<file path="src/rtl/ham_secded_stream.sv">
// Streaming extended-Hamming SECDED decoder for 2^R-bit codewords.
// Two-stage valid/ready pipeline with per-word error flags and saturating error counters.
module ham_secded_stream #(
  parameter  int R     = 4,
  parameter  int CNT_W = 16,
  localparam int W     = 1 << R,
  localparam int K     = W - 1 - R
) (
  input  logic             clock,
  input  logic             reset,
  input  logic             in_valid,
  output logic             in_ready,
  input  logic [W-1:0]     in_code,
  input  logic             correct_en,
  output logic             out_valid,
  input  logic             out_ready,
  output logic [W-1:0]     out_code,
  output logic [K-1:0]     out_data,
  output logic             out_single,
  output logic             out_double,
  output logic [R-1:0]     out_pos,
  input  logic             clear_counts,
  output logic [CNT_W-1:0] corr_count,
  output logic [CNT_W-1:0] uncorr_count
);

  // Codeword position carrying data bit k: the k-th non-power-of-2 position above 2.
  function automatic int data_pos(input int k);
    int n;
    n        = 0;
    data_pos = 0;
    for (int p = 3; p < W; p++) begin
      if ((p & (p - 1)) != 0) begin
        if (n == k) data_pos = p;
        n++;
      end
    end
  endfunction

  logic             r_s1_valid;
  logic [W-1:0]     r_s1_code;
  logic             r_s1_cen;
  logic [R-1:0]     r_s1_syn;
  logic             r_s1_par;

  logic             r_s2_valid;
  logic [W-1:0]     r_out_code;
  logic [K-1:0]     r_out_data;
  logic             r_out_single;
  logic             r_out_double;
  logic [R-1:0]     r_out_pos;

  logic [CNT_W-1:0] r_corr_count;
  logic [CNT_W-1:0] r_uncorr_count;

  logic             w_s2_adv;
  logic             w_s1_adv;
  logic             w_out_hs;
  logic [R-1:0]     w_syn;
  logic             w_single;
  logic             w_double;
  logic [W-1:0]     w_fixed;
  logic [K-1:0]     w_data;

  assign w_s2_adv = !r_s2_valid || out_ready;
  assign w_s1_adv = !r_s1_valid || w_s2_adv;
  assign in_ready = w_s1_adv;
  assign w_out_hs = r_s2_valid && out_ready;

  // NOTE: every signal written in always_comb gets a default first, so no latch can be inferred.
  always_comb begin
    w_syn = '0;
    for (int i = 1; i < W; i++) begin
      if (in_code[i]) w_syn = w_syn ^ R'(i);
    end
  end

  assign w_single = r_s1_par;
  assign w_double = !r_s1_par && (r_s1_syn != '0);
  // A single error at syndrome 0 lands on the overall parity bit 0.
  assign w_fixed  = r_s1_code ^ (W'(r_s1_par && r_s1_cen) << r_s1_syn);

  for (genvar k = 0; k < K; k++) begin : g_data
    assign w_data[k] = w_fixed[data_pos(k)];
  end

  // NOTE: sequential state uses non-blocking assignments so all registers update from pre-edge values.
  always_ff @(posedge clock or posedge reset) begin
    if (reset) begin
      r_s1_valid <= 1'b0;
      r_s1_code  <= '0;
      r_s1_cen   <= 1'b0;
      r_s1_syn   <= '0;
      r_s1_par   <= 1'b0;
    end else if (w_s1_adv) begin
      r_s1_valid <= in_valid;
      if (in_valid) begin
        r_s1_code <= in_code;
        r_s1_cen  <= correct_en;
        r_s1_syn  <= w_syn;
        r_s1_par  <= ^in_code;
      end
    end
  end

  always_ff @(posedge clock or posedge reset) begin
    if (reset) begin
      r_s2_valid   <= 1'b0;
      r_out_code   <= '0;
      r_out_data   <= '0;
      r_out_single <= 1'b0;
      r_out_double <= 1'b0;
      r_out_pos    <= '0;
    end else if (w_s2_adv) begin
      r_s2_valid <= r_s1_valid;
      if (r_s1_valid) begin
        r_out_code   <= w_fixed;
        r_out_data   <= w_data;
        r_out_single <= w_single;
        r_out_double <= w_double;
        r_out_pos    <= r_s1_syn;
      end
    end
  end

  always_ff @(posedge clock or posedge reset) begin
    if (reset) begin
      r_corr_count   <= '0;
      r_uncorr_count <= '0;
    end else if (clear_counts) begin
      r_corr_count   <= '0;
      r_uncorr_count <= '0;
    end else if (w_out_hs) begin
      if (r_out_single && (r_corr_count != '1))   r_corr_count   <= r_corr_count + CNT_W'(1);
      if (r_out_double && (r_uncorr_count != '1)) r_uncorr_count <= r_uncorr_count + CNT_W'(1);
    end
  end

  assign out_valid    = r_s2_valid;
  assign out_code     = r_out_code;
  assign out_data     = r_out_data;
  assign out_single   = r_out_single;
  assign out_double   = r_out_double;
  assign out_pos      = r_out_pos;
  assign corr_count   = r_corr_count;
  assign uncorr_count = r_uncorr_count;

endmodule

</file>
<file path="config.mk">
export PLATFORM = sky130hd
export DESIGN_NAME = ham_secded_stream
export DESIGN_NICKNAME = d
export VERILOG_FILES = /design/src/rtl/ham_secded_stream.sv
export SDC_FILE = /design/constraint.sdc
export NUM_CORES = 1
export LEC_CHECK = 0
export ABC_AREA = 1
export BUFFER_PORTS_ARGS = -buffer_cell sky130_fd_sc_hd__buf_2
export CAP_MARGIN = 15
export CORE_MARGIN = 2
export CORE_UTILIZATION = 45
export CTS_CLUSTER_SIZE = 28
export DETAILED_ROUTE_END_ITERATION = 8
export PLACE_DENSITY = 0.72
export SLEW_MARGIN = 30
export SYNTH_ARGS = -nofsm -noshare
export SYNTH_HDL_FRONTEND = slang
export SYNTH_SLANG_ARGS = --single-unit
</file>
<file path="constraint.sdc">
create_clock -name clock -period 5.7 [get_ports clock]
set_input_delay 1.14 -clock clock [delete_from_list [all_inputs] [get_ports clock]]
set_output_delay 1.14 -clock clock [all_outputs]
set_load 0.02 [all_outputs]
</file>
== Word-level counts from Yosys, hierarchy flattened ==
Index checks and enable logic that the tools add are counted.
Cells by class
  add/sub/neg operators: 2
  equal/unequal tests: 2
  shifts and indexed selects: 1
  muxes and demuxes: 21
  bitwise operators: 15
  reduce and logical (&&, ||, !) cells: 19
Operators by type and width (number)
  two-way mux 16 bit: 6
  adder 16 x 1 -> 16 bit (second input constant): 2
  two-way mux 4 bit: 8
  inequality test 16 bit (second input constant): 2
  XOR reduction 16 bit: 1
  left shift 1 x 4 -> 16 bit: 1
  XOR 16 bit: 1
  two-way mux 3 bit: 4
  NOT 2 bit: 6
  NOT 3 bit: 4
  AND reduction 2 bit: 4
  nonzero test 2 bit: 3
  logical AND 1 bit: 5
  two-way mux 2 bit: 2
  NOT 4 bit: 1
  nonzero test 4 bit: 1
  logical NOT 1 bit: 3
  NOT 1 bit (first input constant): 3
  logical OR 1 bit: 2
  two-way mux 1 bit: 1
Word-level totals
  register bits after elaboration: 89
  input bits: 22
  word-level logic and storage cells: 73

== Logic depth before layout (Yosys ltp) ==
Gate-level depths: netlist (run 1).
  depth in word-level cells: 26
  depth in mapped cells: 11
  gate-level depth less buffers: 10

== Worst setup path after synthesis (run 1) ==
Ideal clock, no wire load.
  kind: input-to-output
  start point: input port out_ready
  end point: output port in_ready
  data arrival time: 1.393 ns
  data required time: 4.560 ns
  path slack: 3.167 ns
  stages: 2
  cells stage by stage: inv_1 nand3_1
On the way
  cells in the longest elaborated chain, start to end: 2
RTL lines
  from (decl): line 16  | input logic out_ready,
  logical OR 1 bit: line 65  | assign w_s2_adv = !r_s2_valid || out_ready;
  logical OR 1 bit: line 66  | assign w_s1_adv = !r_s1_valid || w_s2_adv;
  to (decl): line 12  | output logic in_ready,
Every way passes these cells.

== Worst setup path after layout (run 1) ==
Ends and elaborated chain as after synthesis.

==> results of run 1 <==
[worst register-to-register path, delay by kind of cell, from the launching register on]
kind,cells,cell delay [ps]
buffers and inverters,1,80
AND/OR/NAND/NOR,6,1450
adder cells (fa/ha/maj),1,230
AO/OA/AOI/OAI,1,100
flip-flops,1,440
[per-layer routing]
layer / vias up / wire (um) / global-route usage (%)
met4: 0 / 131 / 5.33
met1: 1964 / 4740 / 25.6
met3: 10 / 550 / 3.81
met2: 103 / 5180 / 33.0
li1: 2120 / - / -
met5: - / 0 / 0
[power by group]
part           leakage, nW  internal (W)  total [W]  switching, W
combinational         1.66      0.000128   0.000418      0.000289
clock                0.120      0.000293   0.000506      0.000213
sequential            1.01      0.000636   0.000706     0.0000700
total                 2.80       0.00106    0.00163      0.000572
[cells by family (layout without fill, tap and decap cells)]
group / count (synthesis) / count (layout) / synth area share (%)
fa+ha+maj: 2 / 2 / 0.547
simple gates: 393 / 393 / 36.1
compound gates: 44 / 44 / 5.09
flops: 78 / 78 / 42.7
buf+inv: 75 / 151 / 7.58
xor+xnor: 42 / 42 / 8.04
[cell type report]
cell class / instances / share of cell area [%]
clock buffer: 9 / 2.35
timing repair buffer: 89 / 8.51
sequential: 78 / 37.1
tap: 133 / 3.16
inverter: 46 / 3.28
clock inverter: 7 / 2.28
multi-input combinational: 481 / 43.3
[worst max-delay path by stage]
| stage | from | endpoint | slack, ps |
|---|---|---|---|
| after floorplan | reset | corr_count[0] | 2560 |
| after global placement | clear_counts | corr_count[7] | 2680 |
| after detailed placement | clear_counts | corr_count[9] | 2620 |
| after CTS | out_ready | in_ready | 2930 |
| after global routing | out_ready | in_ready | 2860 |
| final | out_ready | in_ready | 2920 |
[cells in the mapped netlist]
master | count | share of area [%]
or2_2 | 3 | 0.41
nand4_1 | 11 | 1.5
o21bai_1 | 1 | 0.16
nand2_1 | 250 | 21
xor2_1 | 30 | 5.7
buf_2 | 1 | 0.11
a31o_2 | 1 | 0.19
nor2_2 | 1 | 0.14
dfrtp_1 | 78 | 43
o21ai_1 | 1 | 0.11
a21oi_1 | 1 | 0.11
xnor2_1 | 12 | 2.3
nand4_2 | 1 | 0.27
nand3b_1 | 3 | 0.49
nor2_1 | 59 | 4.8
a21o_1 | 1 | 0.16
nand2_2 | 1 | 0.14
ha_1 | 2 | 0.55
o21ai_0 | 38 | 4.2
buf_1 | 1 | 0.082
clkinv_1 | 1 | 0.082
nor2_4 | 2 | 0.49
buf_4 | 13 | 2.1
nor3_1 | 10 | 1.1
clkbuf_1 | 12 | 0.98
buf_6 | 2 | 0.49
nand3_1 | 47 | 5.1
and2_1 | 1 | 0.14
nand2_4 | 3 | 0.74
inv_1 | 45 | 3.7
a22o_1 | 1 | 0.19
nor3b_1 | 1 | 0.16
[flip-flops by register name (all words and copies together), names as in the netlist, 4 cells and up]
name / cells
r_s1_code: 16
out_pos: 4
r_s1_syn: 4
uncorr_count: 16
corr_count: 16
out_code: 16
[per-stage QoR]
step | setup WS (ps) | std cells | cell area (um2)
floorplan | 2560 | 634 | 4570
global placement | 2680 | 827 | 5010
detailed placement | 2620 | 827 | 5020
CTS | 2930 | 843 | 5260
global route | 2860 | 843 | 5260
finish | 2920 | 843 | 5260
==> impl_metrics.yaml, run 1 <==
outcome:
  status: "finished clean"
sta:
  hold_viol_final: 0
  clock_skew_ps: 8.75
  slew_headroom_pct: 38.5
  whs_ps: 486
  rsz0062_at_grt: "false"
  setup-violations-final: 0
  tns_ps: 0
  period_share_pct: 48.9
  post-route-min-period_ps: 2780
  worst_slew_pin_slew_ps: 919
  fmax_ghz: 0.359
  slew_viol_final: 0
layout:
  final_cell_mix: "nand2_1, buf_2, dfrtp_1"
  layout-drive-gt1-share_pct: 17.0
  nets: 729
  areaGrowthSynthToFinish_pct: 15.1
  diodes: 0
  regArea_mm2: 0.00195
  nFillCells: 995
  final_core_util_pct: 53.6
  multiInputGateArea_mm2: 0.00228
  layout_commonest_cell: "nand2_1"
synth:
  yosysSeqAreaShare_pct: 42.7
  synth_fp_nets: 658
  ys_ff_latch: 78
  yosysUniqueCellTypes: 32
  yosys_warnings: 0
  syn-cell-area_mm2: 0.00457
  syn_avg_cell_area_um2: 7.22
  syn-instance-count: 634
clock_network:
  path_clk_slew_ps: 80
  cts_resized: 0
  cts_tree: "done"
  cts.path.max_buffers: 2
  cts_setup_buffers: 0
  cts_hold_buffers: 0
  clock_latency_ps: 350
  cts_sinks: 78
  root_buffer: "clkbuf_8"
  htree_levels: 3
  cts_buffers: 9
die:
  core_mm2: 0.00982
  start_util_pct: 46.6
  die_h_um: 105
  rows: 36
  pin_count: 89
  die_x_um: 105
  die_area_mm2: 0.0110
setup_path:
  rr_endpoint: "uncorr_count[15]"
  crit_path_top_delay_cell: "buf_2"
  critical_path_depth: 4
  crit_path_max_fanout: 3
  reg2reg_depth: 9
  ff2ff_setup_slack_ps: 3240
  cpLargestDelayFamily: "buffers and inverters"
  reg2reg_from: "uncorr_count[0]"
  critical-path-max-stage-delay_ps: 210
  cpMostUsedCell: "buf_2"
  worstPathRequired_ps: 4560
  startpoint_type: "input port"
  worstPathCellList: "buf_2 -> inv_1 -> nand3_1 -> buf_2"
  crit_buf_inv: 3
  crit_type: "in -> out"
  cp.arrival_ps: 1640
  end_kind: "output port"
worst_hold_path:
  hold_path_end: "r_s1_cen"
  hold_depth: 2
  hold_class: "reg -> reg"
  hp-start: "r_s1_cen"
routing:
  route.detailed.drc: 0
  viasPerCell: 4.98
  vias: 4197
  drt_wl_total_mm: 10.6
  dr.pass1.iters: 4
  wl_per_cell_um: 12.6
  drtIter0Drc: 208
  ant_nets: 0
grt:
  antenna_found_initial: 0
  grt_max_degree: 51
  grtUsageTotal_pct: 19.5
  grt_pass1_wl_mm: 17.7
  grt_pass1_vias: 3908
  grt-ovfl-total: 0
job:
  max_cap_viol_count: 0
placement:
  port_buffers: 88
  place_congestion: 0.879
  dpl.hpwl_mm: 7.72
pwr:
  ir_worst_vdd_mv: 0.116
  power_w: 0.00163
  p_per_area_mw_per_mm2: 310
  power.leakage_nw: 2.80
No activity file was read; power rests on OpenSTA's default activity.
==> run 2, diff against run 1 <==
==> constraint.sdc (replaced) <==
create_clock -name clock -period 2.8 [get_ports clock]
set_input_delay 0.56 -clock clock [delete_from_list [all_inputs] [get_ports clock]]
set_output_delay 0.56 -clock clock [all_outputs]
set_load 0.02 [all_outputs]
==> impl_metrics.yaml, run 2 (synthesis gave the netlist of run 1 again) <==
die:
  die_h_um: 105
  core_mm2: 0.00982
  die_x_um: 105
  start_util_pct: 46.6
  rows: 36
  pin_count: 89
  die_area_mm2: 0.0110
layout:
  layout_commonest_cell: "nand2_1"
  nFillCells: 985
  final_cell_mix: "nand2_1, buf_2, dfrtp_1"
  areaGrowthSynthToFinish_pct: 14.7
  layout-drive-gt1-share_pct: 17.1
  diodes: 0
  nets: 733
pwr:
  p_per_area_mw_per_mm2: 604
  ir_worst_vdd_mv: 0.243
  power_w: 0.00317
  power.leakage_nw: 2.79
clock_network:
  clock_latency_ps: 370
  cts_resized: 0
  cts_buffers: 9
  htree_levels: 3
  cts_sinks: 78
  cts.path.max_buffers: 2
  path_clk_slew_ps: 90
  cts_setup_buffers: 0
  cts_hold_buffers: 0
  cts_tree: "done"
  root_buffer: "clkbuf_8"
setup_path:
  end_kind: "flop"
  worstPathRequired_ps: 3020
  rr_endpoint: "uncorr_count[15]"
  crit_path_max_fanout: 21
  crit_type: "reg -> reg"
  cp.arrival_ps: 2530
  worstSetupStartpoint: "uncorr_count[0]"
  ff2ff_setup_slack_ps: 490
  reg2reg_depth: 9
  startpoint_type: "flop"
  reg2reg_from: "uncorr_count[0]"
routing:
  drtIter0Drc: 222
  wl_per_cell_um: 12.4
  route.detailed.drc: 0
  viasPerCell: 4.98
  vias: 4221
  dr.pass1.iters: 5
  ant_nets: 0
  drt_wl_total_mm: 10.5
sta:
  period_share_pct: 82.4
  post-route-min-period_ps: 2310
  hold_viol_final: 0
  fmax_ghz: 0.433
  worst_slew_pin_slew_ps: 791
  clock_skew_ps: 9.20
  slew_headroom_pct: 47.0
  rsz0062_at_grt: "false"
  tns_ps: 0
  slew_viol_final: 0
  setup-violations-final: 0
placement:
  place_congestion: 0.881
  port_buffers: 88
  dpl.hpwl_mm: 7.85
grt:
  grt-ovfl-total: 0
  grtUsageTotal_pct: 20.0
  grt_max_degree: 37
  grt_pass1_vias: 3894
  antenna_found_initial: 0
  grt_pass1_wl_mm: 18.0
worst_hold_path:
  hold_class: "in -> async"
outcome:
  status: "finished clean"
job:
  max_cap_viol_count: 0
==> run 2: cell count changes in the layout (fill, tap and decap cells not counted), moves of 2 or more <==
cell	previous run	this run
nand2_2	3	1
buf_4	1	5
bufinv_16	3	1
clkinv_4	0	2
nand2_1	248	250
==> run 2: worst max-delay path, stage by stage, from the launching register on <==
cell     delay, ps
dfrtp_1        440
ha_1           230
nand2_1         60
inv_1           70
nand4_1        140
nor2_1          60
nor2_1         600
nor2_2         340
nand2_1        120
o21ai_0         80
==> run 2: layout make-up <==
type,count,area (um2),share of cell area (%)
flip-flops and latches,78,1950,37.2
multi-input cells,481,2280,43.4
inverters,46,173,3.29
clock inverters,7,80.1,1.53
repair buffers,93,478,9.11
well taps,133,166,3.17
clock buffers,9,124,2.36
==> run 2: per-layer routing <==
layer | up-vias | wire length [um] | GRT usage [%]
met5 | - | 0 | 0
met4 | 0 | 258 | 9.24
met3 | 23 | 419 | 3.18
met2 | 101 | 5090 | 33.7
met1 | 1965 | 4720 | 25.1
li1 | 2132 | - | -
==> run 2: report_power, final <==
| part | switching, W | leakage [nW] | internal, W |
|---|---|---|---|
| Sequential | 0.000140 | 1.01 | 0.00129 |
| Combinational | 0.000590 | 1.68 | 0.000266 |
| Clock | 0.000458 | 0.0964 | 0.000420 |
==> run 2: how the worst max path moves through the flow <==
stage,endpoint,slack [ps],cells after the start
floorplan,corr_count[0],240,1
global placement,uncorr_count[15],690,9
detailed placement,uncorr_count[3],540,9
CTS,uncorr_count[15],520,9
global route,uncorr_count[14],260,9
finish,uncorr_count[15],490,9
==> run 2: metrics by stage <==
step           cells  utilization, %  instance area [um2]  worst slack [ps]  hold slack [ps]
4_1_cts          847            53.5                 5250               522              329
6_report         847            53.5                 5250               493              309
3_3_place_gp     831            51.4                 5040               692              465
3_5_place_dp     831            51.4                 5040               543              471
5_1_grt          847            53.5                 5250               258              384
2_1_floorplan    634               -                 4570               245              449
